### config.mk
export PLATFORM = sky130hd
export DESIGN_NAME = alimentatore_rete_totale
export DESIGN_NICKNAME = d
export VERILOG_FILES = /design/src/rtl/alimentatore_rete_totale_pkg.sv /design/src/rtl/alimentatore_rete_totale_contatore_attesa.sv /design/src/rtl/alimentatore_rete_totale.sv
export SDC_FILE = /design/constraint.sdc
export NUM_CORES = 1
export LEC_CHECK = 0
export ABC_AREA = 0
export CAP_MARGIN = 15
export CORE_AREA = 2 2 54 44
export DETAILED_ROUTE_END_ITERATION = 10
export DIE_AREA = 0 0 56 46
export GPL_TIMING_DRIVEN = 0
export HOLD_SLACK_MARGIN = 0.12
export PLACE_DENSITY = 0.87
export SLEW_MARGIN = 20
export SYNTH_ARGS = -nofsm -noshare
export SYNTH_HDL_FRONTEND = slang
export SYNTH_HIERARCHICAL = 1
export SYNTH_SLANG_ARGS = --single-unit
### constraint.sdc
create_clock -name clock -period 3.2 [get_ports clock]
set_input_delay 0.64 -clock clock [delete_from_list [all_inputs] [get_ports clock]]
set_output_delay 0.64 -clock clock [all_outputs]
set_load 0.01 [all_outputs]
### src/rtl/alimentatore_rete_totale_pkg.sv
// Shared widths and state encoding for the network front/back stage.
package alimentatore_rete_totale_pkg;

  localparam int NIB_W  = 4;
  localparam int BYTE_W = 8;
  localparam int RES_W  = 4;
  localparam int CNT_W  = 4;

  typedef enum logic [2:0] {
    WH     = 3'd0,
    EH     = 3'd1,
    WL     = 3'd2,
    EL     = 3'd3,
    SETTLE = 3'd4,
    OUT    = 3'd5,
    EOUT   = 3'd6
  } star_t;

endpackage

### src/rtl/alimentatore_rete_totale_contatore_attesa.sv
// Settle counter: counts the cycles x7_x0 has been stable and flags the last one.
module contatore_attesa
  import alimentatore_rete_totale_pkg::*;
#(
  parameter int T_SETTLE = 2
) (
  input  logic clock,
  input  logic reset,
  input  logic clear,
  input  logic enable,
  output logic fine
);

  logic [CNT_W-1:0] cnt;

  // Up-counter, cleared when the byte is complete, advanced while settling.
  always_ff @(posedge clock) begin
    if (reset) begin
      cnt <= '0;
    end else if (clear) begin
      cnt <= '0;
    end else if (enable) begin
      cnt <= cnt + 1'b1;
    end
  end

  assign fine = (cnt == CNT_W'(T_SETTLE - 1));

endmodule

### src/rtl/alimentatore_rete_totale.sv
// Front/back stage around the 8-in/4-out network: nibble collection,
// settle wait, result capture and hand-off to the consumer.
//
//   state  | meaning
//   -------+----------------------------------------------------------
//   WH     | waiting for high nibble (rfd=1)
//   EH     | high nibble taken, waiting for dav_ to return high
//   WL     | waiting for low nibble (rfd=1)
//   EL     | low nibble taken, waiting for dav_ to return high
//   SETTLE | x7_x0 held stable for T_SETTLE cycles, then result captured
//   OUT    | result valid (ok=1), waiting for ack
//   EOUT   | ok dropped, waiting for ack to return low
module alimentatore_rete_totale
  import alimentatore_rete_totale_pkg::*;
#(
  parameter int T_SETTLE = 2
) (
  input  logic              clock,
  input  logic              reset,
  input  logic              dav_,
  input  logic [NIB_W-1:0]  n3_n0,
  output logic              rfd,
  output logic [BYTE_W-1:0] x7_x0,
  input  logic [RES_W-1:0]  z3_z0,
  output logic [RES_W-1:0]  ris3_ris0,
  output logic              ok,
  input  logic              ack
);

  star_t             star, star_n;
  logic              rfd_n, ok_n;
  logic [BYTE_W-1:0] x_n;
  logic [RES_W-1:0]  ris_n;
  logic              clear, enable, fine;

  contatore_attesa #(.T_SETTLE(T_SETTLE)) u_contatore_attesa (
    .clock  (clock),
    .reset  (reset),
    .clear  (clear),
    .enable (enable),
    .fine   (fine)
  );

  // State and all outputs are registered; reset discards any partial byte or result.
  always_ff @(posedge clock) begin
    if (reset) begin
      star      <= WH;
      rfd       <= 1'b1;
      ok        <= 1'b0;
      x7_x0     <= '0;
      ris3_ris0 <= '0;
    end else begin
      star      <= star_n;
      rfd       <= rfd_n;
      ok        <= ok_n;
      x7_x0     <= x_n;
      ris3_ris0 <= ris_n;
    end
  end

  // Next-state and next-output decode; registers hold unless a transition fires.
  always_comb begin
    star_n = star;
    rfd_n  = rfd;
    ok_n   = ok;
    x_n    = x7_x0;
    ris_n  = ris3_ris0;
    clear  = 1'b0;
    enable = 1'b0;
    case (star)
      WH: begin
        rfd_n = 1'b1;
        ok_n  = 1'b0;
        if (!dav_) begin
          x_n[BYTE_W-1:NIB_W] = n3_n0;
          rfd_n  = 1'b0;
          star_n = EH;
        end
      end
      EH: begin
        if (dav_) begin
          rfd_n  = 1'b1;
          star_n = WL;
        end
      end
      WL: begin
        if (!dav_) begin
          x_n[NIB_W-1:0] = n3_n0;
          rfd_n  = 1'b0;
          star_n = EL;
        end
      end
      EL: begin
        if (dav_) begin
          clear  = 1'b1;
          star_n = SETTLE;
        end
      end
      SETTLE: begin
        enable = 1'b1;
        if (fine) begin
          ris_n  = z3_z0;
          ok_n   = 1'b1;
          star_n = OUT;
        end
      end
      OUT: begin
        if (ack) begin
          ok_n   = 1'b0;
          star_n = EOUT;
        end
      end
      EOUT: begin
        if (!ack) begin
          rfd_n  = 1'b1;
          star_n = WH;
        end
      end
      default: begin
        // Unused code: recover to idle with the producer side open.
        rfd_n  = 1'b1;
        ok_n   = 1'b0;
        star_n = WH;
      end
    endcase
  end

endmodule

==> reports/qor.yml, run 1 <==
flow_run:
  cap_violations: 0
synth:
  post_synth.cell_area_avg_um2: 10.1
  synth_flop_cell: "dfxtp_1"
  post-synth-top-count-cell: "dfxtp_1"
  ys_seq_elements: 21
  synth_area_um2: 946
  yosysUniqueCellTypes: 34
  synth.cells.most_frequent: "dfxtp_1 (21), nor2_1 (15), mux2i_1 (12)"
  syn-num-nets: 108
  library_cell_occupying_the_most_area_in_the_post_synthesis_netlist: "dfxtp_1"
  synth_largest_type_area_fraction_pct: 44.4
  synth.area.top_cells: "dfxtp_1 (44%), mux2i_1 (13%), nor2_1 (6.0%), a21oi_1 (2.6%), ha_1 (2.6%)"
  postSynth.asyncResetShare_pct: 0
  synth-edff-count: 0
  ys.warnings.count: 6
  yosysSeqAreaShare_pct: 44.4
  syn_inst: 94
cts:
  tritoncts.num_buffers: 3
  h-tree-depth: 1
  post-cts-setup-buffers: 0
  cts_hold_buffers: 0
  clock_latency_ps: 310
  clock_sinks: 21
  worst_setup_hold_path_clk_slew_ps: 110
  cts_resized: 0
  cts_root_buf: "clkbuf_4"
  cts_tree: "yes"
  cts-root-to-sink-buffers: 2
floorplan:
  die_w_um: 56
  floorplan.rows: 15
  die_area_um2: 2580
  floorplan.core_area_um2: 2100
  boundaryPins: 26
  initial_core_utilization_pct: 45.0
  floorplan.die.height_um: 46
setup_path:
  cp_data_required_time_ps: 3400
  crit_slowest_cell: "nor3b_1"
  critical_path_peak_fanout: 10
  arrival_ps: 2120
  setup.worst_path.class: "reg2reg"
  worst-path-buf-inv: 1
  worst_stage_delay_on_the_critical_path_ps: 590
  worstSetupPathDepth: 4
  worstPathCellList: "buf_6 > nor3b_1 > nand4_1 > mux2_1"
  worst_path_dominant_cell_family: "simple AND/OR/NAND/NOR gates"
  worstRegToRegCells: 4
  worstSetupStartpointType: "flop"
  critPathCaptureType: "flop"
power:
  static-leakage-power_nw: 0.460
  sequentialPowerShare_pct: 58.9
  clock_power_share_pct: 27.7
  p_sw_mw: 0.111
  netSwitchingFraction_pct: 24.0
  vdd_drop_max_v: 0.000325
  p_int_mw: 0.352
  comb_power_share_pct: 13.3
  power_density_nw_per_um2: 370
global_routing:
  grt_max_degree: 12
  grt_ovf: 0
  grtUsageTotal_pct: 17.3
  grt_antenna_before_repair: 0
  global_route_wire_length_before_repair_um: 3320
  number_of_global_route_vias_before_repair: 770
detailed_routing:
  detail_route.wirelength_um: 2000
  drcViolationCount: 0
  vias_per_std_cell: 5.11
  vias: 756
  drt_first_iter_violations: 5
  drt_first_pass_iters: 4
  post_drt_wl_per_cell_um: 13.5
  detail-route-antenna-nets: 0
placed_design:
  dpl_cell_area_um2: 1230
  port_buffers: 25
  dpl.hpwl_um: 1530
  place.gp.congestion: 0.859
sta:
  maxClockFrequency_mhz: 520
  finalWorstPathRequiredPeriod_ps: 1920
  final_min_period_over_clock_period_pct: 60.1
  finalSetupViolCount: 0
  final_hold_viol_count: 0
  worst_max_slew_pin_slew_ps: 697
  report.final.slew_viol_count: 0
  rsz_0062_raised_after_global_routing: "false"
  skew_ps: 5.05
  worst_slew_margin_relative_to_its_limit_pct: 53.4
  setup_total_negative_slack_ps: 0
final_layout:
  final_core_utilization_pct: 59.6
  design.final.nets: 138
  drive_gt1_share_pct: 9.76
  antenna_fix_cells: 0
  layout.cell_area.non_filler_um2: 1250
  area_delta_synth_final_pct: 32.5
hold_path:
  hold-path-cell-count: 2
  min-delay-path-class: "reg2reg"
outcome:
  result_of_the_run: "complete, no violations"
==> power by group through the flow <==
stage	registers, mW	clock network [mW]	logic (mW)
global placement	0.278	0	0.0605
detailed placement	0.279	0	0.0624
floorplan	0.280	0	0.0283
finish	0.273	0.128	0.0619
CTS	0.273	0.133	0.0624
global route	0.274	0.142	0.0671
==> layout make-up <==
class	count	area (um^2)
tap	25	31.3
buffer	6	40.0
timing repair buffer	25	250
sequential	21	420
inverter	2	7.51
multi-input combinational	65	478
clock buffer	4	26.3
fill	189	848
==> metrics by stage <==
step	setup slack (ps)	cells	hold slack, ps	power, mW
global route	1110	148	547	0.483
global placement	1020	144	465	0.339
finish	1280	148	491	0.463
detailed placement	981	144	469	0.341
floorplan	1580	94	484	0.309
CTS	1270	148	497	0.469
==> registers in the layout, indices dropped and copies added, names as in the netlist <==
| signal | count |
|---|---|
| star | 3 |
| ok | 1 |
| ris3_ris0 | 4 |
| x7_x0 | 8 |
| u_contatore_attesa/cnt | 4 |
| rfd | 1 |
==> worst min-delay path: stages (launching register included) <==
cell and delay (ps):
dfxtp_1 350, a21oi_1 60, o21ai_0 60
==> worst paths after layout <==
check | end | from | slack [ps]
max | u_contatore_attesa/cnt[3] | star[2] | 1280
min | rfd | rfd | 490
max reg2reg | u_contatore_attesa/cnt[3] | star[2] | 1280
min reg2reg | rfd | rfd | 490
==> layer usage <==
layer | part of all wire [%] | GRT usage, % | vias to the layer above
met1 | 46 | 19.7 | 349
met2 | 49 | 30.8 | 17
li1 | - | - | 386
met3 | 3.2 | 3.41 | 4
met4 | 2.1 | 10.5 | 0
met5 | 0 | 0 | -
==> cell families after synthesis <==
kind of cell,after synthesis,share of synthesized area [%]
buffers and inverters,8,5.03
XOR/XNOR,1,0.926
adder cells (fa/ha/maj),2,2.65
AO/OA/AOI/OAI,14,10.1
multiplexers,13,13.9
AND/OR/NAND/NOR,35,23.0
flip-flops,21,44.4
==> cells in the final DEF, fill, tap and decap left out, drive strengths merged, types with 2 or more instances in the layout <==
cell	netlist	routed
inv	2	2
mux2i	12	12
ha	2	2
clkdlybuf4s50	0	25
nor2	15	15
nand2	2	2
o211ai	2	2
or3	2	2
a21oi	5	5
clkbuf	2	6
or2	2	2
nor2b	2	2
nor3b	3	3
buf	4	4
dfxtp	21	21
No activity file was read; power rests on OpenSTA's default activity.
==> run 2: changes to the inputs <==
--- a/config.mk
+++ b/config.mk
@@ -7,12 +7,12 @@
 export LEC_CHECK = 0
 export ABC_AREA = 0
 export CAP_MARGIN = 15
-export CORE_AREA = 2 2 54 44
+export CORE_AREA = 2 2 59 47
 export DETAILED_ROUTE_END_ITERATION = 10
-export DIE_AREA = 0 0 56 46
+export DIE_AREA = 0 0 61 49
 export GPL_TIMING_DRIVEN = 0
 export HOLD_SLACK_MARGIN = 0.12
-export PLACE_DENSITY = 0.87
+export PLACE_DENSITY = 0.79
 export SLEW_MARGIN = 20
 export SYNTH_ARGS = -nofsm -noshare
 export SYNTH_HDL_FRONTEND = slang
==> constraint.sdc (replaced) <==
create_clock -name clock -period 1.7 [get_ports clock]
set_input_delay 0.34 -clock clock [delete_from_list [all_inputs] [get_ports clock]]
set_output_delay 0.34 -clock clock [all_outputs]
set_load 0.01 [all_outputs]
==> run 2 against run 1 <==
First-iteration DRC count is 100% higher. Critical path depth stayed put. Largest power group unchanged. Global-route usage is 2.1 points lower. Clock skew is 1.4 ps lower. Largest cell class unchanged.
==> reports/qor.yml, run 2 (same netlist as run 1, synthesis figures left out) <==
outcome:
  result_of_the_run: "complete, no violations"  # unchanged
final_layout:
  registers.top_by_ff_count: "x7_x0"  # unchanged
  final_core_utilization_pct: 52.8  # was 59.6%
  commonest_non_fill_non_tap_cell_in_the_layout: "clkdlybuf4s50_1"  # unchanged
  design.final.nets: 138  # unchanged
  antenna_fix_cells: 0  # unchanged
  reg.largest.list: "x7_x0 x8, ris3_ris0 x4, u_contatore_attesa/cnt x4"  # unchanged
  area_delta_synth_final_pct: 37.4  # was 32.5%
  mostFrequentLayoutCells: "clkdlybuf4s50_1 (24), dfxtp_1 (19), nor2_1 (15)"  # was clkdlybuf4s50_1 (25), dfxtp_1 (21), nor2_1 (15)
  drive_gt1_share_pct: 15.4  # was 9.76%
  largest_register_ff_count: 8  # unchanged
cts:
  post-cts-setup-buffers: 0  # unchanged
  cts_tree: "yes"  # unchanged
  cts-root-to-sink-buffers: 2  # unchanged
  clock_sinks: 21  # unchanged
  h-tree-depth: 1  # unchanged
  cts_root_buf: "clkbuf_4"  # unchanged
  clock_latency_ps: 300  # was 310 ps
  worst_setup_hold_path_clk_slew_ps: 110  # about the same
  tritoncts.num_buffers: 3  # unchanged
power:
  clock_power_share_pct: 27.1  # was 27.7%
  netSwitchingFraction_pct: 24.3  # was 24.0%
  sequentialPowerShare_pct: 59.0  # was 58.9%
  static-leakage-power_nw: 0.483  # was 0.460 nW
  p_int_mw: 0.660  # was 0.352 mW
  comb_power_share_pct: 13.9  # was 13.3%
  p_sw_mw: 0.212  # was 0.111 mW
  vdd_drop_max_v: 0.000501  # was 0.000325 V
  power_density_nw_per_um2: 670  # was 370 nW/um^2
detailed_routing:
  routed_met3_length_um: 97  # was 65 um
  drt_first_pass_iters: 4  # unchanged
  top_signal_layer_used: "met3"  # was met4
  post_drt_wl_per_cell_um: 13.0  # was 13.5 um
  drcViolationCount: 0  # unchanged
  vias_per_std_cell: 4.92  # was 5.11
  detail_route.wirelength_um: 2060  # was 2000 um
  drt_first_iter_violations: 10  # was 5
  wl_met1_um: 888  # was 913 um
  wl_met2_um: 1070  # was 981 um
  vias: 783  # was 756
  detail-route-antenna-nets: 0  # unchanged
sta:
  final_hold_viol_count: 0  # unchanged
  finalSetupViolCount: 0  # unchanged
  report.final.slew_viol_count: 0  # unchanged
  rsz_0062_raised_after_global_routing: "false"  # unchanged
  setup_total_negative_slack_ps: 0  # unchanged
  skew_ps: 3.66  # was 5.05 ps
  maxClockFrequency_mhz: 639  # was 520 MHz
  final_min_period_over_clock_period_pct: 92.0  # was 60.1%
  worst_slew_margin_relative_to_its_limit_pct: 68.4  # was 53.4%
  finalWorstPathRequiredPeriod_ps: 1560  # was 1920 ps
  worst_max_slew_pin_slew_ps: 462  # was 697 ps
setup_path:
  arrival_ps: 1770  # was 2120 ps
  worstSetupStartpointType: "flop"  # unchanged
  crit_slowest_cell: "dfxtp_1"  # was nor3b_1
  cp_data_required_time_ps: 1900  # was 3400 ps
  worstPathCellList: "buf_6 > nor3b_4 > nand4_1 > mux2_1"  # was buf_6 > nor3b_1 > nand4_1 > mux2_1
  worst_stage_delay_on_the_critical_path_ps: 450  # was 590 ps
  setup.worst_path.class: "reg2reg"  # unchanged
  critPathCaptureType: "flop"  # unchanged
  worst_path_dominant_cell_family: "simple AND/OR/NAND/NOR gates"  # unchanged
  worst-path-buf-inv: 1  # unchanged
  setup_slack_on_the_worst_flop_to_flop_path_ps: 140  # was 1280 ps
  critical_path_peak_fanout: 10  # unchanged
global_routing:
  global_route_wire_length_before_repair_um: 3470  # was 3320 um
  grt_max_degree: 13  # was 12
  number_of_global_route_vias_before_repair: 795  # was 770
  grtUsageTotal_pct: 15.2  # was 17.3%
  grt_ovf: 0  # unchanged
  grt_antenna_before_repair: 0  # unchanged
flow_run:
  cap_violations: 0  # unchanged
placed_design:
  port_buffers: 25  # unchanged
  dpl.hpwl_um: 1480  # was 1530 um
  place.gp.congestion: 0.821  # was 0.859
floorplan:
  boundaryPins: 26  # unchanged
  floorplan.die.height_um: 49  # was 46 um
  die_w_um: 61  # was 56 um
  floorplan.rows: 16  # was 15
  die_area_um2: 2990  # was 2580 um^2
  floorplan.core_area_um2: 2460  # was 2100 um^2
  initial_core_utilization_pct: 38.4  # was 45.0%
hold_path:
  min-delay-path-class: "reg2reg"  # unchanged
==> run 2: cell count changes in the layout (fill, tap and decap cells not counted), sizes merged <==
cell           delta
clkdlybuf4s50     -1
dlymetal6s2s      +1
clkbuf            -1
clkinv            +1
==> run 2: worst paths after layout <==
path,endpoint,cells after the start,from
setup / recovery,u_contatore_attesa/cnt[3],4,star[2]
hold / removal,x7_x0[4],2,x7_x0[4]
setup reg to reg,u_contatore_attesa/cnt[3],4,star[2]
hold reg to reg,x7_x0[4],2,x7_x0[4]
==> run 2: cell type report <==
class                   count  area, um^2
fillers                   238        1160
multi-input cells          65         500
flip-flops and latches     21         423
repair buffers             25         253
well taps                  36        45.0
plain buffers               6        43.8
clock buffers               3        22.5
inverters                   2        7.51
clock inverters             1        5.00
==> run 2: tightest hold or removal path, cell delays in order, from the launching register on <==
cell and delay [ps]:
dfxtp_1 340, mux2i_1 60, nor2_1 70
==> run 2: power groups by stage <==
stage | registers [mW] | clock network [mW] | logic, mW
global route | 0.516 | 0.261 | 0.132
floorplan | 0.528 | 0 | 0.0533
CTS | 0.514 | 0.249 | 0.119
finish | 0.514 | 0.236 | 0.121
detailed placement | 0.524 | 0 | 0.118
global placement | 0.524 | 0 | 0.115
==> run 2: per-layer routing <==
layer  up-vias  GRT usage (%)
met4         0           1.09
met5         -              0
met3         0           5.31
li1        387              -
met2        24           27.4
met1       372           17.6
==> run 2: metrics by stage <==
stage          hold slack [ps]  std cells  cell area, um^2  worst slack, ps  power (mW)
5_1_grt                    546        159             1300             26.6       0.910
3_3_place_gp               450        155             1240             -192       0.638
4_1_cts                    485        159             1280             34.8       0.882
6_report                   507        159             1300              136       0.871
2_1_floorplan              484         94              946             79.3       0.581
3_5_place_dp               458        155             1240             -241       0.642
==> run 2: what timing repair did <==
| action | in CTS | in global routing |
|---|---|---|
| resized for setup | 3 | 7 |
| hold buffers | 0 | 0 |
| pin swaps | 0 | 1 |
| setup endpoints to repair | 3 | 5 |
==> run 3: changes to the inputs <==
--- a/config.mk
+++ b/config.mk
@@ -7,12 +7,13 @@
 export LEC_CHECK = 0
 export ABC_AREA = 0
 export CAP_MARGIN = 15
-export CORE_AREA = 2 2 59 47
+export CORE_AREA = 2 2 57 46
+export CTS_BUF_LIST = sky130_fd_sc_hd__clkbuf_8
 export DETAILED_ROUTE_END_ITERATION = 10
-export DIE_AREA = 0 0 61 49
+export DIE_AREA = 0 0 59 48
 export GPL_TIMING_DRIVEN = 0
 export HOLD_SLACK_MARGIN = 0.12
-export PLACE_DENSITY = 0.79
+export PLACE_DENSITY = 0.83
 export SLEW_MARGIN = 20
 export SYNTH_ARGS = -nofsm -noshare
 export SYNTH_HDL_FRONTEND = slang
==> constraint.sdc (replaced) <==
create_clock -name clock -period 1.7 [get_ports clock]
set_input_delay 0.51 -clock clock [delete_from_list [all_inputs] [get_ports clock]]
set_output_delay 0.51 -clock clock [all_outputs]
set_load 0.01 [all_outputs]
==> run 3 against run 2 <==
Register-to-register slack is essentially flat. Utilization is 7.2 points higher. Final cell count down 6.3%. Hold slack got worse by 27 ps. Global-route usage shrank 0.12 points. Sequential power barely moved. First-iteration DRC count unchanged. Routed wire length is 2.4% lower. Sequential share of layout area decreased by 0.80 points. Combinational power barely moved. Power increased by 8.9%. Critical endpoint is now x7_x0[2].
==> reports/qor.yml, run 3 (same netlist as run 1, synthesis figures left out) <==
outcome:
  result_of_the_run: "complete, no violations"  # unchanged
detailed_routing:
  drcViolationCount: 0  # unchanged
  drt_first_pass_iters: 4  # unchanged
  detail_route.wirelength_um: 2010  # was 2060 um
  vias: 769  # was 783
  drt_first_iter_violations: 10  # unchanged
  post_drt_wl_per_cell_um: 13.5  # was 13.0 um
  detail-route-antenna-nets: 0  # unchanged
  vias_per_std_cell: 5.16  # was 4.92
power:
  vdd_drop_max_v: 0.000491  # was 0.000501 V
  static-leakage-power_nw: 0.539  # was 0.483 nW
  power_density_nw_per_um2: 714  # was 670 nW/um^2
setup_path:
  crit_slowest_cell: "clkdlybuf4s50_1"  # was dfxtp_1
  worst_stage_delay_on_the_critical_path_ps: 540  # was 450 ps
  worstPathCellList: "clkdlybuf4s50_1"  # was buf_6 > nor3b_4 > nand4_1 > mux2_1
  worstSetupStartpointType: "flop"  # unchanged
  setup.worst_path.class: "reg2out"  # was reg2reg
  critical_path.reg2reg.startpoint: "star[1]"  # was star[2]
  critical_path_peak_fanout: 2  # was 10
  setup_slack_on_the_worst_flop_to_flop_path_ps: 130  # was 140 ps
  cp_data_required_time_ps: 1190  # was 1900 ps
  worstReg2RegEnd: "u_contatore_attesa/cnt[3]"  # unchanged
  worst-path-buf-inv: 1  # unchanged
  arrival_ps: 1140  # was 1770 ps
  timing.critical_path.from: "x7_x0[2]"  # was star[2]
  worst_path_dominant_cell_family: "buffers and inverters"  # was simple AND/OR/NAND/NOR gates
  worstRegToRegCells: 5  # was 4
  critPathCaptureType: "output pin"  # was flop
cts:
  h-tree-depth: 1  # unchanged
  cts_root_buf: "clkbuf_8"  # was clkbuf_4
  cts-root-to-sink-buffers: 2  # unchanged
  worst_setup_hold_path_clk_slew_ps: 70  # was 110 ps
  tritoncts.num_buffers: 3  # unchanged
  clock_sinks: 21  # unchanged
  clock_latency_ps: 260  # was 300 ps
  cts_tree: "yes"  # unchanged
final_layout:
  reg.largest.list: "x7_x0 x8, ris3_ris0 x4, u_contatore_attesa/cnt x4"  # unchanged
  design.final.nets: 139  # was 138
  registers.top_by_ff_count: "x7_x0"  # unchanged
  antenna_fix_cells: 0  # unchanged
  commonest_non_fill_non_tap_cell_in_the_layout: "clkdlybuf4s50_1"  # unchanged
  layout.filler_cells: 193  # was 238
  layout.cell_area.non_filler_um2: 1330  # was 1300 um^2
  mostFrequentLayoutCells: "clkdlybuf4s50_1 (21), dfxtp_1 (20), nor2_1 (15)"  # was clkdlybuf4s50_1 (24), dfxtp_1 (19), nor2_1 (15)
  drive_gt1_share_pct: 14.5  # was 15.4%
  area_delta_synth_final_pct: 40.5  # was 37.4%
  largest_register_ff_count: 8  # unchanged
sta:
  report.final.slew_viol_count: 0  # unchanged
  worst_max_slew_pin_slew_ps: 497  # was 462 ps
  timing.final.ws_setup_ps: 51.1  # was 136 ps
  maxClockFrequency_mhz: 606  # was 639 MHz
  setup_total_negative_slack_ps: 0  # unchanged
  finalSetupViolCount: 0  # unchanged
  skew_ps: 0.877  # was 3.66 ps
  final_min_period_over_clock_period_pct: 97.0  # was 92.0%
  rsz_0062_raised_after_global_routing: "false"  # unchanged
  final_hold_viol_count: 0  # unchanged
  finalWorstPathRequiredPeriod_ps: 1650  # was 1560 ps
  worst_slew_margin_relative_to_its_limit_pct: 66.0  # was 68.4%
floorplan:
  floorplan.core_area_um2: 2210  # was 2460 um^2
  floorplan.die.height_um: 48  # was 49 um
  boundaryPins: 26  # unchanged
  initial_core_utilization_pct: 42.7  # was 38.4%
  die_w_um: 59  # was 61 um
  die_area_um2: 2830  # was 2990 um^2
  floorplan.rows: 15  # was 16
placed_design:
  port_buffers: 25  # unchanged
  place.gp.congestion: 0.739  # was 0.821
  post-place-ws_ps: -388  # was -241 ps
  dpl_cell_area_um2: 1230  # was 1240 um^2
  dpl.hpwl_um: 1480  # about the same
global_routing:
  grt_max_degree: 12  # was 13
  grt_ovf: 0  # unchanged
  number_of_global_route_vias_before_repair: 690  # was 795
  grt_antenna_before_repair: 0  # unchanged
  global_route_wire_length_before_repair_um: 3130  # was 3470 um
  grtUsageTotal_pct: 15.0  # was 15.2%
hold_path:
  hold-path-cell-count: 2  # unchanged
  worst_hold_path.endpoint: "rfd"  # was x7_x0[4]
  min-delay-path-class: "reg2reg"  # unchanged
  holdCritStartpoint: "rfd"  # was x7_x0[4]
flow_run:
  cap_violations: 0  # unchanged
## run 3: area by class of cell
cell class	instances	area, um^2	share of cell area [%]
Buffer	6	43.8	3.30
Sequential cell	21	422	31.7
Multi-Input combinational cell	65	515	38.8
Clock buffer	3	41.3	3.11
Tap cell	25	31.3	2.35
Timing Repair Buffer	26	264	19.9
Clock inverter	1	3.75	0.282
Inverter	2	7.51	0.565
## run 3: worst max path at each step
stage                     cells after the start                   endpoint
after floorplan                               4  u_contatore_attesa/cnt[3]
after global placement                        5  u_contatore_attesa/cnt[1]
after detailed placement                      5  u_contatore_attesa/cnt[1]
after CTS                                     1                   x7_x0[6]
after global routing                          1                   x7_x0[4]
final                                         1                   x7_x0[2]
## run 3: what timing repair did
action	in CTS	in global routing
gates cloned	0	0
gates resized for setup	4	9
buffers inserted	0	1
pin swaps	0	1
endpoints found under the setup margin	11	8
hold buffers	0	0
## run 3: tightest hold or removal path, delay by kind of cell (launching register included)
family	cells	cell delay (ps)
AOI/OAI and AO/OA	2	120
DFF	1	330
## run 3: power by group
group	internal (mW)	total, mW	switching [mW]	leakage [nW]
combinational	0.0660	0.118	0.0525	0.341
sequential	0.505	0.515	0.0105	0.171
clock	0.161	0.315	0.154	0.0269
## run 3: per-stage QoR
step                      cells  power (mW)  util, %  hold slack (ps)
final                       149       0.949     60.0              480
after CTS                   148       0.954     57.9              493
after global placement      144       0.638     55.4              466
after detailed placement    144       0.641     55.4              476
after floorplan              94       0.581        -              484
after global routing        149       0.995     60.0              525
## run 3: layer usage
| metal | wire length [um] | GRT usage, % |
|---|---|---|
| met2 | 1030 | 26.4 |
| met3 | 75 | 4.32 |
| met4 | 27 | 5.45 |
| met1 | 876 | 17.9 |
| met5 | 0 | 0 |
